### src/rtl/conv_pkg.sv
// -----------------------------------------------------------------------------
// conv_pkg
// Shared definitions for the 3x3 conv window sequencer.
//   state_t      : sequencer FSM states
//   last_origin  : last legal window origin along one dimension (SIZE-SIZEKer)
//   norm_stride  : maps a stride of 0 onto 1 so the walk always makes progress
// -----------------------------------------------------------------------------
package conv_pkg;

  typedef enum logic [2:0] {
    IDLE  = 3'd0,
    LOAD  = 3'd1,
    START = 3'd2,
    WAIT  = 3'd3,
    WRITE = 3'd4,
    DONE  = 3'd5
  } state_t;

  function automatic int last_origin(input int size, input int size_ker);
    return size - size_ker;
  endfunction

  function automatic logic [1:0] norm_stride(input logic [1:0] stride);
    return (stride == 2'd0) ? 2'd1 : stride;
  endfunction

endpackage

### src/rtl/win_cursor.sv
// -----------------------------------------------------------------------------
// win_cursor
// Holds the current window origin (win_row/win_col) and the matching
// output-map coordinates (out_row/out_col), stepping in raster order.
// Ports:
//   clock, nreset : clock and synchronous active-low reset
//   clear         : return to origin (0,0)
//   advance       : step to the next origin using stride
//   stride        : normalised step (1..3)
//   win_row/col   : window origin for the loader
//   out_row/col   : output-map coordinates of the current origin
//   last_pos      : current origin is the final one of the pass
// -----------------------------------------------------------------------------
module win_cursor
  import conv_pkg::*;
#(
  parameter int SIZE      = 7,
  parameter int SIZEKer   = 3,
  parameter int WIDTH_BIT = 8
) (
  input  logic                 clock,
  input  logic                 nreset,
  input  logic                 clear,
  input  logic                 advance,
  input  logic [1:0]           stride,
  output logic [WIDTH_BIT-1:0] win_row,
  output logic [WIDTH_BIT-1:0] win_col,
  output logic [WIDTH_BIT-1:0] out_row,
  output logic [WIDTH_BIT-1:0] out_col,
  output logic                 last_pos
);

  localparam int                   LAST_I = last_origin(SIZE, SIZEKer);
  localparam logic [WIDTH_BIT-1:0] LAST   = LAST_I[WIDTH_BIT-1:0];

  logic [WIDTH_BIT-1:0] r_win_row, r_win_col, r_out_row, r_out_col;
  logic [WIDTH_BIT-1:0] w_step, w_col_next, w_row_next;
  logic                 w_col_fits, w_row_fits;

  // SIZE <= 2^(WIDTH_BIT-1) keeps origin+stride from wrapping, so a plain
  // unsigned compare against LAST is enough.
  assign w_step     = WIDTH_BIT'(stride);
  assign w_col_next = r_win_col + w_step;
  assign w_row_next = r_win_row + w_step;
  assign w_col_fits = (w_col_next <= LAST);
  assign w_row_fits = (w_row_next <= LAST);
  assign last_pos   = !w_col_fits && !w_row_fits;

  // NOTE: state registers use non-blocking assignments so every flop samples
  // the pre-edge values, independent of statement order.
  always_ff @(posedge clock) begin
    if (!nreset || clear) begin
      r_win_row <= '0;
      r_win_col <= '0;
      r_out_row <= '0;
      r_out_col <= '0;
    end else if (advance) begin
      if (w_col_fits) begin
        r_win_col <= w_col_next;
        r_out_col <= r_out_col + 1'b1;
      end else begin
        r_win_col <= '0;
        r_out_col <= '0;
        r_win_row <= w_row_next;
        r_out_row <= r_out_row + 1'b1;
      end
    end
  end

  assign win_row = r_win_row;
  assign win_col = r_win_col;
  assign out_row = r_out_row;
  assign out_col = r_out_col;

endmodule

### src/rtl/conv_window_sched.sv
// -----------------------------------------------------------------------------
// conv_window_sched
// Sequencer for the shared 3x3 conv engine. For every window origin it
// strobes the loader, starts the engine, waits for its result and presents
// the result with output coordinates on a valid/ready write port.
// Ports:
//   clock, nreset          : clock and synchronous active-low reset
//   start, abort, stride   : pass control (stride sampled at start, 0 -> 1)
//   busy, done             : pass status; done pulses on normal completion
//   win_row, win_col       : window origin; win_load strobes the loader
//   eng_start              : engine start pulse
//   eng_done, eng_result   : engine completion and result
//   out_valid, out_ready   : write handshake to the feature-map buffer
//   out_row/col, out_data  : write coordinates and data
//   win_count              : results accepted in the current pass
// -----------------------------------------------------------------------------
module conv_window_sched
  import conv_pkg::*;
#(
  parameter int SIZE      = 7,
  parameter int SIZEKer   = 3,
  parameter int WIDTH_BIT = 8
) (
  input  logic                 clock,
  input  logic                 nreset,
  input  logic                 start,
  input  logic                 abort,
  input  logic [1:0]           stride,
  output logic                 busy,
  output logic                 done,
  output logic [WIDTH_BIT-1:0] win_row,
  output logic [WIDTH_BIT-1:0] win_col,
  output logic                 win_load,
  output logic                 eng_start,
  input  logic                 eng_done,
  input  logic [WIDTH_BIT-1:0] eng_result,
  output logic                 out_valid,
  input  logic                 out_ready,
  output logic [WIDTH_BIT-1:0] out_row,
  output logic [WIDTH_BIT-1:0] out_col,
  output logic [WIDTH_BIT-1:0] out_data,
  output logic [WIDTH_BIT-1:0] win_count
);

  state_t               r_state, w_next;
  logic [1:0]           r_stride;
  logic [WIDTH_BIT-1:0] r_out_data, r_win_count;
  logic                 w_go, w_accept, w_advance, w_last_pos;

  win_cursor #(
    .SIZE      (SIZE),
    .SIZEKer   (SIZEKer),
    .WIDTH_BIT (WIDTH_BIT)
  ) u_cursor (
    .clock    (clock),
    .nreset   (nreset),
    .clear    (w_go),
    .advance  (w_advance),
    .stride   (r_stride),
    .win_row  (win_row),
    .win_col  (win_col),
    .out_row  (out_row),
    .out_col  (out_col),
    .last_pos (w_last_pos)
  );

  always_ff @(posedge clock) begin
    if (!nreset) r_state <= IDLE;
    else         r_state <= w_next;
  end

  // NOTE: every output of this block gets a default before the case, so no
  // path leaves a signal unassigned and no latch is inferred.
  always_comb begin
    w_next    = r_state;
    win_load  = 1'b0;
    eng_start = 1'b0;
    out_valid = 1'b0;
    w_go      = 1'b0;
    w_accept  = 1'b0;
    case (r_state)
      IDLE: begin
        if (start && !abort) begin
          w_go   = 1'b1;
          w_next = LOAD;
        end
      end
      LOAD: begin
        win_load = !abort;
        w_next   = START;
      end
      START: begin
        eng_start = !abort;
        w_next    = WAIT;
      end
      WAIT: begin
        if (eng_done) w_next = WRITE;
      end
      WRITE: begin
        // Gating with abort means an aborted write is never handshaken.
        out_valid = !abort;
        if (out_ready && !abort) begin
          w_accept = 1'b1;
          w_next   = w_last_pos ? DONE : LOAD;
        end
      end
      DONE:    w_next = IDLE;
      default: w_next = IDLE;
    endcase
    if (abort && (r_state != IDLE)) w_next = IDLE;
  end

  assign w_advance = w_accept && !w_last_pos;

  always_ff @(posedge clock) begin
    if (!nreset) begin
      r_stride    <= '0;
      r_out_data  <= '0;
      r_win_count <= '0;
    end else begin
      if (w_go) begin
        r_stride    <= norm_stride(stride);
        r_win_count <= '0;
      end else if (w_accept) begin
        r_win_count <= r_win_count + 1'b1;
      end
      if ((r_state == WAIT) && eng_done && !abort) r_out_data <= eng_result;
    end
  end

  assign busy      = (r_state != IDLE);
  assign done      = (r_state == DONE);
  assign out_data  = r_out_data;
  assign win_count = r_win_count;

endmodule

### config.mk
export PLATFORM = sky130hd
export DESIGN_NAME = conv_window_sched
export DESIGN_NICKNAME = d
export VERILOG_FILES = /design/src/rtl/conv_pkg.sv /design/src/rtl/win_cursor.sv /design/src/rtl/conv_window_sched.sv
export SDC_FILE = /design/constraint.sdc
export NUM_CORES = 1
export LEC_CHECK = 0
export CAP_MARGIN = 20
export CORE_MARGIN = 2
export CORE_UTILIZATION = 30
export CTS_CLUSTER_DIAMETER = 60
export DETAILED_ROUTE_END_ITERATION = 16
export DONT_BUFFER_PORTS = 1
export SETUP_SLACK_MARGIN = 0.1
export SLEW_MARGIN = 20
export SYNTH_ARGS = -nofsm -noshare
export SYNTH_HDL_FRONTEND = slang
export SYNTH_SLANG_ARGS = --single-unit
### constraint.sdc
create_clock -name clock -period 4 [get_ports clock]
set_clock_uncertainty 0.05 [all_clocks]
set_input_delay 0.8 -clock clock [delete_from_list [all_inputs] [get_ports clock]]
set_output_delay 0.8 -clock clock [all_outputs]
set_load 0.05 [all_outputs]
Yosys cells after proc, flatten, opt, wreduce, memory -nomap -nowiden. Cells that the tools add are included.

Bits of input ports: 16. Logic and storage cells: 60. Register bits after elaboration: 53.

Reductions and logical operators: 20. Muxes and demuxes: 15. Equal/unequal tests: 8. Bitwise operators: 2. $lt $le $gt $ge: 2. $add $sub $neg: 5.

Operators with widths (number): $add A8 B1 Y8 const B (3); $add A8 B2 Y8 (2); $le A8 B3 Y1 const B (2); $mux W8 (2); $pmux W3 S5 (1); $mux W3 (4); $logic_and A1 B1 Y1 (7); $mux W1 (7); $eq A3 B2 Y1 const B (2); $eq A3 B3 Y1 const B (2); $ne A2 B2 Y1 const B (3); $logic_not A1 Y1 (5); $reduce_or A2 Y1 (2); $eq A3 B1 Y1 const B (1); $logic_not A3 Y1 (1); $reduce_and A3 Y1 (1); $reduce_bool A3 Y1 (1); $logic_not A2 Y1 (1); $mux W2 (1); $not A1 Y1 (2); $reduce_and A2 Y1 (1); $logic_or A1 B1 Y1 (1).

Logic depth before layout (Yosys ltp). Gate-level depths: netlist of run 1.

Depth in word-level cells: 7. Mapped depth: 10. Mapped depth without buffers: 8.

Cells and area by module. A second synthesis of run 1 with hierarchy kept.

Cell total of the unflattened synthesis: 320. Area, all modules: 2675.1 sq um.

By module, submodules not included: win_cursor (cells each 198, times used 1, area an instance 1655.3 sq um); conv_window_sched (cells each 122, times used 1, area an instance 1019.7 sq um).

Worst setup path before layout of run 1. Ideal clock, no wire load.

Path type: input to output. Start point: input port abort. End point: output port win_load. Arrival time: 2600 ps. Cell stages on the path: 2. Buffers on the path: 1. Setup slack: 550 ps. Cells stage by stage: clkbuf_1 > nor4b_1.

Cells in the longest elaborated chain, start to end: 2.

RTL lines: start: declaration (line conv_window_sched.sv:27) `input logic abort,`; $logic_not A1 Y1 (line conv_window_sched.sv:89) `win_load = !abort;`; $mux W1 (line conv_window_sched.sv:81) `case (r_state)`; end: declaration (line conv_window_sched.sv:33) `output logic win_load,`.

No other way between the ends.

Worst setup path after layout of run 1.
Start point: register u_cursor.r_win_col[1] (netlist: u_cursor.win_col[1]). End point: register u_cursor.r_win_row[2] (netlist: u_cursor.win_row[2]).

Cells in the longest elaborated chain, start to end: 7. Elaborated cells between the ends (all ways): 8. Those cells by class: 1 x add/sub; 1 x order compare; 1 x bitwise; 5 x reduce/logical.

RTL lines: start: declaration (line win_cursor.sv:36) `logic [WIDTH_BIT-1:0] r_win_row, r_win_col, r_out_row, r_out_col;`; start signal: assignment (line win_cursor.sv:59) `r_win_col <= w_col_next;`; $add A8 B2 Y8 * (line win_cursor.sv:43) `assign w_col_next = r_win_col + w_step;`; $le A8 B3 Y1 * (line win_cursor.sv:45) `assign w_col_fits = (w_col_next <= LAST);`; $logic_not A1 Y1 (line win_cursor.sv:47) `assign last_pos = !w_col_fits && !w_row_fits;`; $logic_and A1 B1 Y1 (line win_cursor.sv:47); $logic_not A1 Y1 (line conv_window_sched.sv:113) `assign w_advance = w_accept && !w_last_pos;`; $logic_and A1 B1 Y1 (line conv_window_sched.sv:113); $reduce_and A2 Y1 (no source line) *; end signal: assignment (line win_cursor.sv:64) `r_win_row <= w_row_next;`; end: declaration (line win_cursor.sv:36).

Every way passes the cells marked *; elsewhere a longest branch is shown, timed or not. A chain may end at the register's enable or synchronous reset.

==> run summary, run 1 <==
Syn Inst Count: 284
Startpoint class of the critical path: flip-flop
Starting Density: 31.0%
Die W: 96.3 µm
RR Startpoint: u_cursor.win_col[1]$_SDFFE_PP0P_
Wirelength per Cell: 14.8 µm
CTS HTree Levels: 2
Detailed placer's ending HPWL: 4390 µm
Reg2reg setup slack: 850 ps
P_leak: 1.09 nW
Skew-Pair Late Insertion Delay: 310 ps
Clock share of power: 34.1%
CTS tree: done
Max IR drop VDD: 0.110 mV
Largest fanout on the critical path: 15
Reg-to-Reg End: u_cursor.win_row[2]$_SDFFE_PP0P_
Max_slew headroom: 41.6%
Seq/Total Area, Yosys: 41.5%
Worst-margin pin slew: 873 ps
ANT nets after route: 0
Synth cell types: 48
CP Class: reg -> reg
Final Hold Viols: 0
DR vias: 2083
Global-route usage over all layers: 13.3%
Global route overflow: 0
TritonRoute pass-1 iters: 4
Biggest area consumer among synthesized cells: dfxtp_1
R2R cell count: 8
# hold bufs at CTS: 0
Hold Path Sink: r_stride[0]$_SDFFE_PN0P_
Max Cap Viol: 0
Ant. Diodes: 0
CTS Buffer Depth: 2
DRC: 0
Root Buffer: clkbuf_8
IO Count: 69
Rows: 33
FF+latch count, synth: 53
DR iter-0 viols: 73
CP arrival: 3340 ps
Die area: 9280 µm²
EDFF count, synth: 0
TNS Setup: 0 ps
RSZ-0062 raised after global routing: no
Die Ht: 96.3 µm
Power Internal: 667 µW
Sink Count: 53
WHS Path Cells: 2
Postcts setup bufs: 0
Syn. warnings: 0
Main area contributors after synthesis: dfxtp_1 (41%), mux2i_1 (4.7%), a21oi_1 (4.3%), nor2_1 (4.0%), ha_1 (3.4%)
Clk slew on worst S/H paths: 100 ps
Pre-CTS setup slack: 860 ps
Port buffer count: 0
Wire length of the first global-routing pass: 9630 µm
Setup ws final: 848 ps
Proportion of power drawn by combinational gates: 4.9%
Number of global-route vias before repair: 2025
Syn nets: 309
Synthesized area per cell: 9.01 µm²
Origin of the worst min-delay path: r_stride[0]$_SDFFE_PN0P_
Util after Layout: 33.8%
Antenna violations before repair: 0
Critical Path RT: 4190 ps
Share of cells above drive strength 1: 8.62%
Synth-to-layout area growth: 9.30%
Sw Ratio: 24.1%
Psw: 211 µW
Filler instances: 869
Crit. End Element: flip-flop
Largest net degree at the start of global routing: 23
Ys flop type: dfxtp_1
Synthesized area: 2560 µm²
Min cycle time layout: 3150 ps
DRT Wirelength: 5860 µm
Final period util: 78.8%
Final setup violation count: 0
Routability Congestion: 0.791
Seq pwr share: 61.0%
Pwr Density: 314 nW/µm²
Area share of the largest cell type after synthesis: 41.5%
Commonest non-fill, non-tap cells in the layout: dfxtp_1 (53), nor2_1 (27), a21oi_1 (22)
Core Box Area: 8260 µm²
Status: completed
Worst Hold Class: reg -> reg
Most common cell after layout, fill and taps aside: dfxtp_1
Nets: 314
CTS resizes: 0
Final Max Tran Viols: 0
Asr flop ratio synth: 0%
Drt via density: 5.27
Fmax: 317 MHz
Total CTS buffers: 5
final cells by class:
cell class | instances | area [µm²] | share of cell area, %
Multi-Input combinational cell | 211 | 1420 | 50.8
Clock buffer | 6 | 72.6 | 2.60
Tap cell | 105 | 131 | 4.70
Timing Repair Buffer | 9 | 67.6 | 2.42
Sequential cell | 53 | 1060 | 38.0
Clock inverter | 2 | 10.0 | 0.358
Inverter | 9 | 33.8 | 1.21
registers in the layout, summed over array words and instances, names as in the netlist:
| signal | flops |
|---|---|
| win_count | 8 |
| u_cursor.win_col | 8 |
| out_data | 8 |
| u_cursor.out_row | 8 |
| r_stride | 2 |
| u_cursor.win_row | 8 |
| u_cursor.out_col | 8 |
| r_state | 3 |
critical path, cell delays in order, from the launching register on:
cell     delay, ps
dfxtp_1        310
buf_4          190
fa_1           520
a31oi_1        450
a211o_1        260
nand4_1        490
buf_4          370
or3_1          300
a21oi_1        140
metrics by stage:
stage	hold slack [ps]	area, µm²	power [mW]	instances
3_5_place_dp	497	2710	0.591	387
4_1_cts	511	2800	0.889	395
5_1_grt	536	2800	0.918	395
2_1_floorplan	458	2560	0.584	284
6_report	510	2800	0.878	395
3_3_place_gp	494	2710	0.591	387
cell usage after synthesis, drive strengths merged, types with 2 or more instances:
library cell  count
and3b             2
nor2b            11
buf               3
o21ai            12
xnor2             3
o21a              2
nand3            14
mux2              2
or2               2
nand2b            4
inv               9
ha                7
fa                2
nor3              4
a211oi            2
nor2             27
and2              2
xor2              6
a22o              3
nand4             6
a211o             2
clkbuf            8
nor4              2
or4               6
a21oi            22
nor4b             2
and3             12
or3               9
a31oi             3
nand2            13
dfxtp            53
o31ai             7
mux2i            12
cell families (layout without fill, tap and decap cells):
logic type	Yosys count	count (layout)	share of synthesized area, %
AOI/OAI and AO/OA	61	61	15.9
buffers and inverters	20	26	3.28
DFF	53	53	41.5
adders and majority gates	9	9	4.99
xor gates and xnor gates	9	9	3.08
muxes	14	14	5.58
and+or+nand+nor	118	118	25.7
power by group through the flow:
stage / combinational (mW) / sequential (mW) / clock (mW)
after global routing: 0.0474 / 0.537 / 0.334
after floorplan: 0.0396 / 0.545 / 0
final: 0.0431 / 0.536 / 0.299
after CTS: 0.0431 / 0.536 / 0.310
after detailed placement: 0.0430 / 0.548 / 0
after global placement: 0.0428 / 0.548 / 0
routing by layer:
metal	GRT usage, %	vias to the layer above	wire (µm)
met5	0	-	0
met4	3.87	0	73
met3	4.70	5	497
met2	21.6	56	2650
met1	16.7	982	2640
li1	-	1040	-
how the worst max path moves through the flow:
stage	start	endpoint	slack, ps	cells past startpoint
after floorplan	abort	win_load	550	2
after global routing	u_cursor.win_col[1]$_SDFFE_PP0P_	u_cursor.out_row[6]$_SDFFE_PP0P_	600	7
after detailed placement	u_cursor.win_col[1]$_SDFFE_PP0P_	u_cursor.out_row[6]$_SDFFE_PP0P_	860	7
final	u_cursor.win_col[1]$_SDFFE_PP0P_	u_cursor.win_row[2]$_SDFFE_PP0P_	850	8
after CTS	u_cursor.win_col[1]$_SDFFE_PP0P_	u_cursor.win_row[2]$_SDFFE_PP0P_	810	8
after global placement	u_cursor.win_col[1]$_SDFFE_PP0P_	u_cursor.out_row[6]$_SDFFE_PP0P_	940	7
Power figures use the tool's default switching activity.
==> run 2: changes to the inputs <==
==> constraint.sdc (replaced) <==
create_clock -name clock -period 2.6 [get_ports clock]
set_clock_uncertainty 0.05 [all_clocks]
set_input_delay 0.52 -clock clock [delete_from_list [all_inputs] [get_ports clock]]
set_output_delay 0.52 -clock clock [all_outputs]
set_load 0.05 [all_outputs]
==> run 2 against run 1 <==
  * Sequential cell count stayed put
  * Critical path type unchanged
  * Final area rose by 21%
  * Highest routed layer unchanged
  * Count of clock-buffer cells in the layout decreased by 1
  * Core utilization rose by 7.0 points
  * Combinational power is 96% higher
  * Register-to-register slack lost 780 ps
  * Hold slack got worse by 240 ps
  * Power is 68% higher
  * Maximum frequency up 24%
  * Via count up 11%
  * Largest power group unchanged
==> run summary, run 2 (synthesis gave the netlist of run 1 again) <==
Hold Path Sink: r_state[2]$_SDFFE_PP0P_
Core Box Area: 8260 µm²
Detailed placer's ending HPWL: 4650 µm
R2R cell count: 9
DRT Wirelength: 6650 µm
CP Class: reg -> reg
Wirelength per Cell: 15.3 µm
DR vias: 2312
Highest Signal Layer: met4
Met2 wire length: 3230 µm
Metal1 wirelength: 2840 µm
RR Startpoint: r_stride[0]$_SDFFE_PN0P_
Hold Slack: 274 ps
CTS tree: done
Nets: 355
Footprint of the multi-input gates: 1610 µm²
Clk slew on worst S/H paths: 100 ps
Clock share of power: 38.8%
Sequential cell area: 1080 µm²
Die Ht: 96.3 µm
Filler instances: 816
Starting Density: 31.0%
Drt via density: 5.30
CTS HTree Levels: 2
Reg-to-Reg End: u_cursor.out_row[5]$_SDFFE_PP0P_
Fmax: 395 MHz
# hold bufs at CTS: 0
Die W: 96.3 µm
TNS Setup: 0 ps
Largest net degree at the start of global routing: 18
Startpoint class of the critical path: flip-flop
Placed inst area: 3000 µm²
Critical Path RT: 2800 ps
CP arrival: 2740 ps
Proportion of power drawn by combinational gates: 5.7%
Commonest non-fill, non-tap cells in the layout: dfxtp_1 (47), buf_4 (45), nor2_1 (25)
Design area: 3370 µm²
Worst Hold Class: in -> reg
Seq pwr share: 55.5%
Reg2reg setup slack: 70 ps
Crit. End Element: flip-flop
Synth-to-layout area growth: 31.9%
Layout Cells excl Fill: 436
Antenna violations before repair: 0
DR iter-0 viols: 127
DRC: 0
ANT nets after route: 0
TritonRoute pass-1 iters: 4
Met3 Wirelength: 477 µm
Max_slew headroom: 57.5%
Global-route usage over all layers: 14.4%
Root Buffer: clkbuf_8
Min cycle time layout: 2530 ps
Worst-margin pin slew: 637 ps
Number of global-route vias before repair: 2194
Final period util: 97.4%
Largest fanout on the critical path: 6
Port buffer count: 0
DP Cell Count: 417
Sink Count: 53
Final Hold Viols: 0
Total CTS buffers: 5
Final setup violation count: 0
Ant. Diodes: 0
IO Count: 69
Origin of the worst min-delay path: nreset
P_leak: 1.34 nW
CTS Buffer Depth: 2
Share of cells above drive strength 1: 30.8%
Psw: 342 µW
Rows: 33
WHS Path Cells: 2
Max Cap Viol: 0
Max IR drop VDD: 0.190 mV
Most common cell after layout, fill and taps aside: dfxtp_1
Sw Ratio: 23.2%
RSZ-0062 raised after global routing: yes
Wire length of the first global-routing pass: 10400 µm
Die area: 9280 µm²
Routability Congestion: 0.829
Skew-Pair Late Insertion Delay: 310 ps
Global route overflow: 0
Status: completed
Pwr Density: 437 nW/µm²
Power Internal: 1.13 mW
Final Max Tran Viols: 0
==> run 2: changes by cell type in the layout (fill, tap and decap cells not counted), moves of 4 or more <==
cell	previous run	this run
buf_4	9	45
a21oi_1	22	16
a21oi_2	0	6
dfxtp_1	53	47
o21ai_0	12	6
dfxtp_4	0	5
o21ai_1	0	4
o31ai_1	7	3
o31ai_2	0	4
==> run 2: cell type report <==
class | count | share of cell area, %
multi-input cells | 212 | 47.7
flip-flops and latches | 53 | 32.0
repair buffers | 49 | 12.0
well taps | 105 | 3.89
inverters | 9 | 1.00
clock inverters | 3 | 1.30
clock buffers | 5 | 2.04
==> run 2: how the worst max path moves through the flow <==
stage,from,end,depth (start not counted)
CTS,r_stride[0]$_SDFFE_PN0P_,u_cursor.out_row[3]$_SDFFE_PP0P_,10
detailed placement,r_stride[0]$_SDFFE_PN0P_,u_cursor.out_row[6]$_SDFFE_PP0P_,9
global placement,r_stride[0]$_SDFFE_PN0P_,u_cursor.out_row[6]$_SDFFE_PP0P_,9
finish,r_stride[0]$_SDFFE_PN0P_,u_cursor.out_row[5]$_SDFFE_PP0P_,9
global route,r_stride[0]$_SDFFE_PN0P_,u_cursor.out_row[4]$_SDFFE_PP0P_,10
floorplan,u_cursor.win_row[0]$_SDFFE_PP0P_,u_cursor.out_row[6]$_SDFFE_PP0P_,8
==> run 2: routing by layer <==
metal / vias up / track usage [%]
li1: 1125 / -
met1: 1117 / 17.7
met2: 61 / 23.8
met3: 9 / 4.62
met4: 0 / 4.69
met5: - / 0
==> run 2: repair_timing <==
item | in CTS | in global routing
cloned | 2 | 0
pin swaps | 25 | 21
gates resized for setup | 14 | 30
buffers inserted | 8 | 3
endpoints found under the setup margin | 15 | 32
==> run 2: power by group through the flow <==
stage	Sequential (mW)	Clock [mW]	Combinational, mW
6_report	0.817	0.571	0.0843
2_1_floorplan	0.834	0	0.0623
3_3_place_gp	0.835	0	0.0754
3_5_place_dp	0.835	0	0.0760
5_1_grt	0.818	0.622	0.0925
4_1_cts	0.817	0.594	0.0788
==> run 2: critical path, cell delays in order (launching register included) <==
cell and delay [ps]:
dfxtp_4 390, ha_4 170, fa_2 390, nand4_1 180
nor3_2 80, nor4b_4 240, nand4_1 220, buf_12 200
or4_4 410, a21oi_2 140
==> run 2: metrics by stage <==
stage / power [mW] / worst slack (ps) / utilization (%)
finish: 1.47 / 67.0 / 40.8
global route: 1.53 / -33.1 / 40.8
CTS: 1.49 / 62.2 / 39.5
detailed placement: 0.911 / -82.1 / 36.3
global placement: 0.910 / -43.5 / 36.3
floorplan: 0.897 / 110 / -
